`src/rtl/dotp_pkg.sv`:
```
// -----------------------------------------------------------------------------
// dotp_pkg
// Shared definitions for the element-serial dot-product engine:
//   - default vector length, element width and index width
//   - accumulator width derivation
//   - FSM state encoding
// Optional build macro used by the engine: DOTP_SIGNED_EN (signed operands).
// -----------------------------------------------------------------------------
package dotp_pkg;

    localparam int DOTP_N    = 64;  // vector length
    localparam int DOTP_DW   = 8;   // operand element width
    localparam int DOTP_IDXW = 7;   // index counter width

    // Product needs 2*dw bits; summing n of them needs clog2(n) more so the
    // accumulator can never overflow.
    function automatic int dotp_accw(input int dw, input int n);
        return 2 * dw + $clog2(n);
    endfunction

    typedef enum logic [1:0] {
        IDLE  = 2'd0,
        RUN   = 2'd1,
        DRAIN = 2'd2,
        DONE  = 2'd3
    } dotp_state_e;

endpackage

```
`src/rtl/dotp_mac.sv`:
```
// -----------------------------------------------------------------------------
// dotp_mac
// Multiply-accumulate stage: registers one operand product per valid input
// and folds it into the accumulator one cycle later.
//   clk, rstn  clock, async active-low reset
//   clr        clear accumulator and product-valid (start of a new vector)
//   in_vld     a/b hold an element pair to multiply this cycle
//   a, b       selected operand elements
//   sum        accumulator + current product (next accumulator value)
// Build option: DOTP_SIGNED_EN selects two's-complement operands and
// sign-extension; otherwise operands are unsigned and zero-extended.
// -----------------------------------------------------------------------------
import dotp_pkg::*;

module dotp_mac #(
    parameter int DW   = DOTP_DW,
    parameter int ACCW = dotp_accw(DOTP_DW, DOTP_N)
) (
    input  logic            clk,
    input  logic            rstn,
    input  logic            clr,
    input  logic            in_vld,
    input  logic [DW-1:0]   a,
    input  logic [DW-1:0]   b,
    output logic [ACCW-1:0] sum
);

    logic [2*DW-1:0] a_ext;
    logic [2*DW-1:0] b_ext;
    logic [2*DW-1:0] prod_nxt;
    logic [2*DW-1:0] prod;
    logic [ACCW-1:0] prod_ext;
    logic            prod_vld;
    logic [ACCW-1:0] acc;

    // Operands are widened to the product width first, so the low 2*DW bits
    // of the multiply are the exact product in either number system.
`ifdef DOTP_SIGNED_EN
    assign a_ext    = (2*DW)'($signed(a));
    assign b_ext    = (2*DW)'($signed(b));
    assign prod_ext = ACCW'($signed(prod));
`else
    assign a_ext    = (2*DW)'(a);
    assign b_ext    = (2*DW)'(b);
    assign prod_ext = ACCW'(prod);
`endif

    assign prod_nxt = a_ext * b_ext;
    assign sum      = acc + prod_ext;

    // NOTE: sequential state uses non-blocking assignments only, so every
    // flop samples the pre-edge value of every other flop.
    always_ff @(posedge clk or negedge rstn) begin
        if (!rstn) begin
            prod     <= '0;
            prod_vld <= 1'b0;
            acc      <= '0;
        end else if (clr) begin
            prod_vld <= 1'b0;
            acc      <= '0;
        end else begin
            prod_vld <= in_vld;
            if (in_vld) begin
                prod <= prod_nxt;
            end
            if (prod_vld) begin
                acc <= sum;
            end
        end
    end

endmodule

```
`src/rtl/dot_product_seq.sv`:
```
// -----------------------------------------------------------------------------
// dot_product_seq
// Element-serial dot-product engine. Drives an external index counter's
// enable, uses the returned count to select an operand pair, and accumulates
// N products. The sum is presented on a valid/ready output; any gap or jump
// in the index sequence raises a sticky error.
// Ports:
//   clk, rstn        clock, async active-low reset
//   start            request, honoured only when idle
//   a_vec, b_vec     operand vectors, element i at [i*DW +: DW]; stable while busy
//   idx_en           enable to the index counter (combinational)
//   idx              counter value; all-ones when idle
//   busy             engine not idle
//   result           dot product (two's-complement bits in the signed build)
//   out_valid        result valid; held until out_ready
//   out_ready        consumer accept
//   err              sticky index-sequence error, cleared by the next start
// Build option: DOTP_SIGNED_EN -> signed operands and result.
// -----------------------------------------------------------------------------
import dotp_pkg::*;

module dot_product_seq #(
    parameter int N    = DOTP_N,
    parameter int DW   = DOTP_DW,
    parameter int IDXW = DOTP_IDXW,
    parameter int ACCW = dotp_accw(DOTP_DW, DOTP_N)
) (
    input  logic            clk,
    input  logic            rstn,
    input  logic            start,
    input  logic [N*DW-1:0] a_vec,
    input  logic [N*DW-1:0] b_vec,
    output logic            idx_en,
    input  logic [IDXW-1:0] idx,
    output logic            busy,
    output logic [ACCW-1:0] result,
    output logic            out_valid,
    input  logic            out_ready,
    output logic            err
);

    dotp_state_e     state;
    dotp_state_e     state_nxt;
    logic            idx_vld;     // idx carries an element this cycle
    logic [IDXW-1:0] exp_idx;     // index the counter should be showing
    logic            accept;
    logic            last;
    logic [DW-1:0]   a_sel;
    logic [DW-1:0]   b_sel;
    logic [ACCW-1:0] sum;

    assign accept = (state == IDLE) && start;
    assign last   = idx_vld && (idx == IDXW'(N - 1));
    assign busy   = (state != IDLE);

    // NOTE: every signal written here gets a default first, so no path leaves
    // a value unassigned and no latch is inferred.
    always_comb begin
        state_nxt = state;
        idx_en    = 1'b0;
        case (state)
            IDLE: begin
                if (start) state_nxt = RUN;
            end
            RUN: begin
                // Drop the enable in the same cycle the last index is seen so
                // the counter returns to all-ones instead of running past N-1.
                idx_en = !last;
                if (last) state_nxt = DRAIN;
            end
            DRAIN: begin
                state_nxt = DONE;
            end
            DONE: begin
                if (out_ready) state_nxt = IDLE;
            end
            default: begin
                state_nxt = IDLE;
            end
        endcase
    end

    // Operand select by the index as received; an out-of-range index
    // contributes zero rather than reading past the vector.
    always_comb begin
        a_sel = '0;
        b_sel = '0;
        for (int i = 0; i < N; i++) begin
            if (idx == IDXW'(i)) begin
                a_sel = a_vec[i*DW +: DW];
                b_sel = b_vec[i*DW +: DW];
            end
        end
    end

    always_ff @(posedge clk or negedge rstn) begin
        if (!rstn) begin
            state     <= IDLE;
            idx_vld   <= 1'b0;
            exp_idx   <= '0;
            err       <= 1'b0;
            out_valid <= 1'b0;
            result    <= '0;
        end else begin
            state     <= state_nxt;
            idx_vld   <= idx_en;
            out_valid <= (state_nxt == DONE);
            if (accept) begin
                exp_idx <= '0;
                err     <= 1'b0;
            end else if (idx_vld) begin
                exp_idx <= exp_idx + 1'b1;
                if (idx != exp_idx) err <= 1'b1;
            end
            // The last product is folded in during DRAIN, so capture the
            // completed sum directly from the adder.
            if (state == DRAIN) result <= sum;
        end
    end

    dotp_mac #(
        .DW   (DW),
        .ACCW (ACCW)
    ) u_mac (
        .clk    (clk),
        .rstn   (rstn),
        .clr    (accept),
        .in_vld (idx_vld),
        .a      (a_sel),
        .b      (b_sel),
        .sum    (sum)
    );

endmodule

```
`config.mk`:
```
export PLATFORM = sky130hd
export DESIGN_NAME = dot_product_seq
export DESIGN_NICKNAME = d
export VERILOG_FILES = /design/src/rtl/dotp_pkg.sv /design/src/rtl/dotp_mac.sv /design/src/rtl/dot_product_seq.sv
export SDC_FILE = /design/constraint.sdc
export NUM_CORES = 1
export LEC_CHECK = 0
export ABC_AREA = 1
export ABC_CLOCK_PERIOD_IN_PS = 2700
export CAP_MARGIN = 20
export CORE_AREA = 5 5 408 410
export CTS_CLUSTER_DIAMETER = 80
export DETAILED_ROUTE_END_ITERATION = 8
export DIE_AREA = 0 0 413 415
export PLACE_DENSITY = 0.36
export SETUP_SLACK_MARGIN = 0.15
export SLEW_MARGIN = 10
export SYNTH_ARGS = -nofsm -noshare
export SYNTH_HDL_FRONTEND = slang
export SYNTH_HIERARCHICAL = 1
export SYNTH_SLANG_ARGS = --single-unit
```
`constraint.sdc`:
```
create_clock -name clk -period 2.7 [get_ports clk]
set_input_delay 0.54 -clock clk [delete_from_list [all_inputs] [get_ports clk]]
set_output_delay 0.54 -clock clk [all_outputs]
set_load 0.1 [all_outputs]
```
==> results of run 1 <==
## power by group through the flow
stage	registers [µW]	clock network (µW)	logic [µW]
after floorplan	2340	0	3220
after global placement	1770	0	7760
after detailed placement	1770	0	7760
after CTS	1750	1450	8040
after global routing	1790	1480	8850
final	1740	1400	8120
## stage by stage
| step | worst slack [ns] | cells |
|---|---|---|
| 5_1_grt | -6.700 | 6531 |
| 3_5_place_dp | -7.885 | 6454 |
| 4_1_cts | -6.484 | 6501 |
| 3_3_place_gp | -7.900 | 6454 |
| 2_1_floorplan | -3.878 | 2926 |
| 6_report | -6.310 | 6540 |
## worst max-delay path by stage
stage          startpoint                          to  slack [ns]
4_1_cts            idx[6]  u_mac/prod[10]$_DFFE_PN0P_       -6.48
5_1_grt            idx[4]  u_mac/prod[13]$_DFFE_PN0P_       -6.70
2_1_floorplan      idx[1]  u_mac/prod[12]$_DFFE_PN0P_       -3.88
3_3_place_gp       idx[1]  u_mac/prod[10]$_DFFE_PN0P_       -7.90
6_report           idx[4]  u_mac/prod[10]$_DFFE_PN0P_       -6.31
3_5_place_dp       idx[1]  u_mac/prod[10]$_DFFE_PN0P_       -7.89
## final cells by class
type	count	area, µm²	share of cell area
antenna	30	75.07	0.002247
clock buffer	10	239.0	0.007154
clock inverter	5	103.9	0.003109
inverter	448	1742	0.05214
multi-input combinational	2313	12350	0.3696
sequential	73	1827	0.05469
tap	2175	2721	0.08147
timing repair buffer	1486	14350	0.4296
## state kept, by name (all words and copies together), names as in the netlist
name and flops:
result 22, u_mac/acc 22, u_mac/prod 16, exp_idx 7, state 2, err 1, idx_vld 1, out_valid 1
u_mac/prod_vld 1
## what timing repair did
action	4_1_cts	5_1_grt
resized for setup	217	77
setup endpoints to repair	20	19
pin swaps	69	74
setup buffers	32	9
## cell usage after synthesis (3+ instances only)
library cell               count
sky130_fd_sc_hd__o31ai_1       4
sky130_fd_sc_hd__nor2_2       14
sky130_fd_sc_hd__or2_0         8
sky130_fd_sc_hd__nor2_1      340
sky130_fd_sc_hd__buf_2         8
sky130_fd_sc_hd__clkbuf_1     78
sky130_fd_sc_hd__o21ai_0      30
sky130_fd_sc_hd__a22o_1        5
sky130_fd_sc_hd__nor3_1        5
sky130_fd_sc_hd__nand2_1    1200
sky130_fd_sc_hd__inv_1       440
sky130_fd_sc_hd__and2_1       13
sky130_fd_sc_hd__inv_2         6
sky130_fd_sc_hd__mux2_2       22
sky130_fd_sc_hd__nand3_2       7
sky130_fd_sc_hd__nand2_2      14
sky130_fd_sc_hd__dfrtp_1      73
sky130_fd_sc_hd__ha_1         53
sky130_fd_sc_hd__a31oi_1       4
sky130_fd_sc_hd__nand3_1     105
sky130_fd_sc_hd__xor2_1        6
sky130_fd_sc_hd__fa_1         37
sky130_fd_sc_hd__or2_1         5
sky130_fd_sc_hd__nor2_4        3
sky130_fd_sc_hd__nand3b_1      5
sky130_fd_sc_hd__or2_2       111
sky130_fd_sc_hd__buf_4         4
sky130_fd_sc_hd__nand4_1     207
sky130_fd_sc_hd__xnor2_1      10
sky130_fd_sc_hd__a21oi_1      91
## logic make-up after synthesis
family | after synthesis | synth area share
xor gates and xnor gates | 16 | 0.009167
muxes | 22 | 0.01621
buffers and inverters | 540 | 0.1342
adders and majority gates | 90 | 0.09184
AOI/OAI and AO/OA | 143 | 0.05042
DFF | 73 | 0.1195
and+or+nand+nor | 2042 | 0.5786
## layer usage
| metal | track usage | routed length, µm | vias up |
|---|---|---|---|
| met3 | 0.03359 | 10150 | 106 |
| met2 | 0.3177 | 79380 | 863 |
| met1 | 0.2330 | 70710 | 11420 |
| li1 | - | - | 11900 |
| met4 | 0.03327 | 2568 | 22 |
| met5 | 0 | 138 | - |
==> implementation parameters, run 1 <==
Parameter                              Value

Clocking
  Count of clock tree sinks    73
  Clock H-tree levels    3
  CTS root buf    sky130_fd_sc_hd__clkbuf_16
  Inserted Clock Buffers    9
  Quantity of hold-fixing buffers added after cts    0
  TritonCTS clock tree    built
  Max Root-Sink Buffers    2
  CTS clk-pin slew, worst paths    0.06 ns
  Worst skew pair latency    0.34 ns

Routing
  Via count    24,320
  Routed WL per cell    24.92 µm
  Antenna-violating nets left    0
  Post-detailed-route DRC marker count    0
  Violation count after the first detailed-route iteration    1,533
  Iteration count of the initial detailed-routing pass    6
  Aggregate routed wire length    163,000 µm
  Via density per instance    3.718

Placement
  Detail Placement HPWL    147,600 µm
  Port Buffers    1,060
  Area post-placement    31,750 µm²
  Routability cong.    0.9844

Timing
  Setup repair after global routing missed its margin    yes
  Post-Route Hold Slack    0.1054 ns
  Sum of negative setup slack    -87.20 ns
  Count of final hold-check violations    0
  Slew HR    0.3630
  Clock period minus final worst setup slack    9.010 ns
  Total of endpoints with negative setup slack in the final report    17
  Number of pins with negative max-slew slack in the final report    0
  Fmax    111.0 MHz
  Share of the clock period used by the worst path after layout    3.337
  Minimum setup slack in the final design    -6.310 ns
  Transition time at the pin with the least slew margin    0.9520 ns
  Clock skew    0.01172 ns

Status
  Result of the run    finished with violations
  Violations in the final reports    setup timing

Pwr
  Net Switching    5271 µW
  Gate power share    0.721
  Total power draw    11,260 µW
  Peak ir drop on the vdd network    0.0003440 V
  Cell-internal power    5985 µW
  Standby leakage power    0.01489 µW
  Part of the power in registers    0.155
  Net switching fraction of the power    0.4683
  Share of total power in the clock network    0.124
  Power per cell area    337.0 nW/µm²

Worst setup path
  Slowest CP cell    sky130_fd_sc_hd__fa_1
  Critical path depth    59
  Flop-to-flop setup slack    0.38 ns
  Worst setup path category    in -> reg
  Cell type with the highest occurrence count on the critical path    sky130_fd_sc_hd__nand4_1
  Crit Path Max Fanout    4
  Critical path data required time    2.93 ns
  Worst R2R End    result[14]$_DFFE_PN0P_
  Cell type group with the largest total delay on the critical path    simple AND/OR/NAND/NOR gates
  Count of cells along the worst register-to-register path    10
  Slowest cell delay on critical path    0.51 ns
  Startpoint of the worst-slack reg-to-reg timing path    u_mac/prod[0]$_DFFE_PN0P_
  Worst EP arrival    9.24 ns
  Kind of end point of the critical path    flip-flop
  CP startpoint kind    input pin
  Number of buffers and inverters on the critical path    13

Yosys
  Post-synth EDFFs    0
  Count of cell types in the netlist    43
  Cell area after synthesis    15,290 µm²
  Library cell with the largest summed area after synthesis    sky130_fd_sc_hd__nand2_1
  Mapped Nets    4,051
  Post-Synthesis Cells    2,926
  Post-synthesis sequential element count    73
  Synth top area cells    sky130_fd_sc_hd__nand2_1, sky130_fd_sc_hd__dfrtp_1, sky130_fd_sc_hd__inv_1, sky130_fd_sc_hd__nand4_1, sky130_fd_sc_hd__nor2_1
  Most used DFF post-synth    sky130_fd_sc_hd__dfrtp_1
  Post-synthesis sequential area ratio    0.1195
  Fraction of synthesized cell area taken by the top area cell type    0.2947
  Average size of a mapped cell    5.224 µm²
  YS warnings    6
  Async set-reset flop share out of synthesis    1.000

Die
  Initial Utilization    0.09434
  Total Die Area    171,400 µm²
  Die extent in x    413 µm
  Site row count    148
  Boundary pin count    1,061
  Core footprint    162,000 µm²
  Die Y-Extent    415 µm

Cells and area
  Number of nets in the layout    5,456
  Fraction of final layout cells with drive strength greater than 1    0.2016
  P&R area growth vs syn    118.5%
  # fillers    18,690
  Finished Core Util    0.2062
  Summed area of non-filler cells in the final layout    33,400 µm²
  Most common library cell in the layout ignoring fill and taps    sky130_fd_sc_hd__nand2_1
  Most frequent cells in the layout    sky130_fd_sc_hd__nand2_1, sky130_fd_sc_hd__clkdlybuf4s50_1, sky130_fd_sc_hd__inv_1

Global route
  Maximum number of pins on one net before global-route repair    50
  Overall routing resource usage    0.1815
  First-pass GRT wire length    216,000 µm
  Number of antenna violations at the first check in global routing    52
  Number of global-route vias before repair    25,680
  Congestion Overflow GR    0

Flow run
  Reported max-cap violation count    0

Worst hold path
  Worst Hold Class    in -> async
(Power assumes the default switching activity.)
==> run 2: changes to the inputs <==
==> config.mk (replaced) <==
export PLATFORM = sky130hd
export DESIGN_NAME = dot_product_seq
export DESIGN_NICKNAME = d
export VERILOG_FILES = /design/src/rtl/dotp_pkg.sv /design/src/rtl/dotp_mac.sv /design/src/rtl/dot_product_seq.sv
export SDC_FILE = /design/constraint.sdc
export NUM_CORES = 1
export LEC_CHECK = 0
export ABC_CLOCK_PERIOD_IN_PS = 2700
export CAP_MARGIN = 20
export CORE_AREA = 2 2 408 410
export CTS_CLUSTER_DIAMETER = 80
export DETAILED_ROUTE_END_ITERATION = 8
export DIE_AREA = 0 0 410 412
export PLACE_DENSITY = 0.35
export SETUP_SLACK_MARGIN = 0.15
export SLEW_MARGIN = 10
export SYNTH_ARGS = -nofsm -noshare
export SYNTH_HDL_FRONTEND = slang
export SYNTH_SLANG_ARGS = --single-unit
==> run 2 against run 1 <==
Compared with the run above: the run still ends with setup timing left; flip-flop and latch count unchanged; critical path depth down 31; clock skew decreased by 0.0023 ns; sequential power is 4% higher; worst setup slack better by 2.3 ns; largest power group unchanged.
==> implementation parameters, run 2 <==
Parameter                              Value

Placement
  Port Buffers    1,060
  Routability cong.    0.9456
  Area post-placement    33,090 µm²
  Detail Placement HPWL    193,800 µm
  Worst setup slack after placement    -5.290 ns

Worst setup path
  Worst R2R End    u_mac.acc[17]$_DFFE_PN0P_
  Crit Path Max Fanout    5
  Kind of end point of the critical path    flip-flop
  Worst EP arrival    6.96 ns
  Critical path data required time    2.92 ns
  Worst setup path category    in -> reg
  Startpoint of the worst-slack reg-to-reg timing path    u_mac.prod[1]$_DFFE_PN0P_
  CP startpoint kind    input pin
  Count of cells along the worst register-to-register path    11
  Flop-to-flop setup slack    0.01 ns

Die
  Initial Utilization    0.08659
  Site row count    149
  Die extent in x    410 µm
  Boundary pin count    1,061
  Core footprint    164,200 µm²
  Die Y-Extent    412 µm
  Total Die Area    168,900 µm²

Routing
  Antenna-violating nets left    0
  Aggregate routed wire length    218,400 µm
  Routed WL per cell    36.94 µm
  Met2 Routed Length    97,940 µm
  Via count    25,490
  Iteration count of the initial detailed-routing pass    9
  Post-route met1 wirelength    95,010 µm
  Via density per instance    4.311
  Met3 WL    20,310 µm
  Post-detailed-route DRC marker count    0
  Max layer used    met5
  Violation count after the first detailed-route iteration    2,458

Timing
  Transition time at the pin with the least slew margin    0.9645 ns
  Total of endpoints with negative setup slack in the final report    17
  Setup repair after global routing missed its margin    yes
  Share of the clock period used by the worst path after layout    2.495
  Minimum setup slack in the final design    -4.037 ns
  Slew HR    0.3531
  Clock period minus final worst setup slack    6.737 ns
  Count of final hold-check violations    0
  Fmax    148.4 MHz
  Post-Route Hold Slack    0.2696 ns
  Number of pins with negative max-slew slack in the final report    0
  Clock skew    0.009458 ns

Cells and area
  P&R area growth vs syn    156.9%
  Number of nets in the layout    4,792
  Largest registers in the final layout    result: 22 flops, u_mac.acc: 22 flops, u_mac.prod: 16 flops
  Most frequent cells in the layout    sky130_fd_sc_hd__clkdlybuf4s50_1, sky130_fd_sc_hd__buf_4, sky130_fd_sc_hd__nand2_1
  Fraction of final layout cells with drive strength greater than 1    0.3216
  Summed area of non-filler cells in the final layout    36,540 µm²
  # fillers    18,270
  Most common library cell in the layout ignoring fill and taps    sky130_fd_sc_hd__clkdlybuf4s50_1
  Finished Core Util    0.2225

Clocking
  TritonCTS clock tree    built
  Max Root-Sink Buffers    2
  Worst skew pair latency    0.34 ns
  Inserted Clock Buffers    9
  Count of clock tree sinks    73
  Clock H-tree levels    3
  CTS root buf    sky130_fd_sc_hd__clkbuf_16
  CTS clk-pin slew, worst paths    0.07 ns

Status
  Violations in the final reports    setup timing
  Result of the run    finished with violations

Pwr
  Standby leakage power    0.01431 µW
  Peak ir drop on the vdd network    0.001030 V
  Power per cell area    322.1 nW/µm²
  Total power draw    11,770 µW

Global route
  Maximum number of pins on one net before global-route repair    46
  First-pass GRT wire length    273,500 µm
  Number of antenna violations at the first check in global routing    191
  Number of global-route vias before repair    25,990
  Congestion Overflow GR    0
  Overall routing resource usage    0.2464

Worst hold path
  Worst Hold Class    in -> async

Yosys
  Most used DFF post-synth    sky130_fd_sc_hd__dfrtp_1
  Average size of a mapped cell    7.377 µm²
  Fraction of synthesized cell area taken by the top area cell type    0.1284
  Post-Synthesis Cells    1,928
  Mapped Nets    3,053
  Post-synth EDFFs    0
  Count of cell types in the netlist    97
  Post-synthesis sequential area ratio    0.1284
  Synth top area cells    sky130_fd_sc_hd__dfrtp_1, sky130_fd_sc_hd__a22oi_1, sky130_fd_sc_hd__fa_1, sky130_fd_sc_hd__o21ai_0, sky130_fd_sc_hd__nor2_1
  Async set-reset flop share out of synthesis    1.000
  Cell area after synthesis    14,220 µm²
  Cell types with the highest counts after synthesis    sky130_fd_sc_hd__nor2_1, sky130_fd_sc_hd__nand2_1, sky130_fd_sc_hd__a22oi_1, sky130_fd_sc_hd__o21ai_0, sky130_fd_sc_hd__a21oi_1
  YS warnings    0
  Post-synthesis sequential element count    73
  Library cell with the largest summed area after synthesis    sky130_fd_sc_hd__dfrtp_1
  Cell with the most instances after synthesis    sky130_fd_sc_hd__nor2_1

Flow run
  Reported max-cap violation count    0
-- run 2: worst max-delay path by stage --
stage / depth (start not counted) / slack, ns / endpoint / startpoint
4_1_cts: 30 / -3.87 / u_mac.prod[15]$_DFFE_PN0P_ / idx[2]
6_report: 28 / -4.04 / u_mac.prod[15]$_DFFE_PN0P_ / idx[2]
3_5_place_dp: 28 / -5.29 / u_mac.prod[15]$_DFFE_PN0P_ / idx[4]
2_1_floorplan: 29 / -3.34 / u_mac.prod[15]$_DFFE_PN0P_ / idx[0]
3_3_place_gp: 28 / -5.33 / u_mac.prod[15]$_DFFE_PN0P_ / idx[4]
5_1_grt: 31 / -4.17 / u_mac.prod[15]$_DFFE_PN0P_ / idx[1]
-- run 2: layer usage --
metal,track usage,up-vias
li1,-,11100
met3,0.08602,286
met5,0,-
met2,0.3938,1392
met4,0.04418,122
met1,0.3205,12590
-- run 2: worst max-delay path: stages --
cell                        delay (ns)
sky130_fd_sc_hd__bufbuf_16        0.27
sky130_fd_sc_hd__buf_6            0.13
sky130_fd_sc_hd__and4b_4          0.26
sky130_fd_sc_hd__buf_6            0.15
sky130_fd_sc_hd__buf_4            0.13
sky130_fd_sc_hd__a221oi_1         0.41
sky130_fd_sc_hd__o21ai_0          0.23
sky130_fd_sc_hd__a221oi_1         0.38
sky130_fd_sc_hd__a2bb2oi_1        0.26
sky130_fd_sc_hd__buf_4            0.23
sky130_fd_sc_hd__nor4_4           0.06
sky130_fd_sc_hd__o22ai_4          0.20
sky130_fd_sc_hd__or3_1            0.16
sky130_fd_sc_hd__fa_1             0.45
sky130_fd_sc_hd__fa_1             0.53
sky130_fd_sc_hd__inv_2            0.04
sky130_fd_sc_hd__fa_1             0.49
sky130_fd_sc_hd__inv_2            0.04
sky130_fd_sc_hd__fa_1             0.53
sky130_fd_sc_hd__inv_2            0.06
sky130_fd_sc_hd__ha_4             0.21
sky130_fd_sc_hd__a21boi_4         0.14
sky130_fd_sc_hd__o21ai_2          0.18
sky130_fd_sc_hd__a21oi_2          0.08
sky130_fd_sc_hd__and4_1           0.17
sky130_fd_sc_hd__o31a_1           0.32
sky130_fd_sc_hd__xnor2_1          0.19
sky130_fd_sc_hd__o21ai_1          0.07
-- run 2: what timing repair did --
action,in CTS,in global routing
gates cloned,9,1
hold buffers,0,0
buffers inserted,85,22
endpoints found under the setup margin,40,39
gates resized for setup,340,100
pin swaps,108,77
-- run 2: area by class of cell --
| class | count | area [µm²] | share of cell area |
|---|---|---|---|
| diodes | 50 | 125.1 | 0.003424 |
| clock buffers | 9 | 225.2 | 0.006163 |
| clock inverters | 7 | 62.56 | 0.001712 |
| inverters | 64 | 240.2 | 0.006574 |
| multi-input cells | 1635 | 13170 | 0.3603 |
| flip-flops and latches | 73 | 1828 | 0.05003 |
| well taps | 2189 | 2739 | 0.07495 |
| repair buffers | 1884 | 18150 | 0.4968 |
-- run 2: power breakdown --
part	total (µW)	internal (µW)	switching (µW)
logic	8800	4190	4620
registers	1810	1490	325
clock network	1150	640	515
total	11800	6310	5460
-- run 2: kinds of logic after synthesis --
| group | count (synthesis) | share of synthesized area |
|---|---|---|
| XOR/XNOR | 44 | 0.02710 |
| flip-flops | 73 | 0.1284 |
| buffers and inverters | 221 | 0.07319 |
| adder cells (fa/ha/maj) | 90 | 0.09871 |
| AO/OA/AOI/OAI | 802 | 0.4007 |
| AND/OR/NAND/NOR | 650 | 0.2306 |
| multiplexers | 48 | 0.04126 |
-- run 2: through the flow --
step / TNS [ns] / std cells
finish: -49.78 / 5911
global route: -51.52 / 5883
CTS: -47.72 / 5838
detailed placement: -70.35 / 5728
global placement: -69.91 / 5728
floorplan: -36.80 / 1928
==> run 3: changes to the inputs <==
--- a/config.mk
+++ b/config.mk
@@ -6,7 +6,6 @@
 export NUM_CORES = 1
 export LEC_CHECK = 0
 export ABC_CLOCK_PERIOD_IN_PS = 2700
-export CAP_MARGIN = 20
 export CORE_AREA = 2 2 408 410
 export CTS_CLUSTER_DIAMETER = 80
 export DETAILED_ROUTE_END_ITERATION = 8
==> results of run 3 <==
Final layout, timing and power as in run 2 (identical DEF).
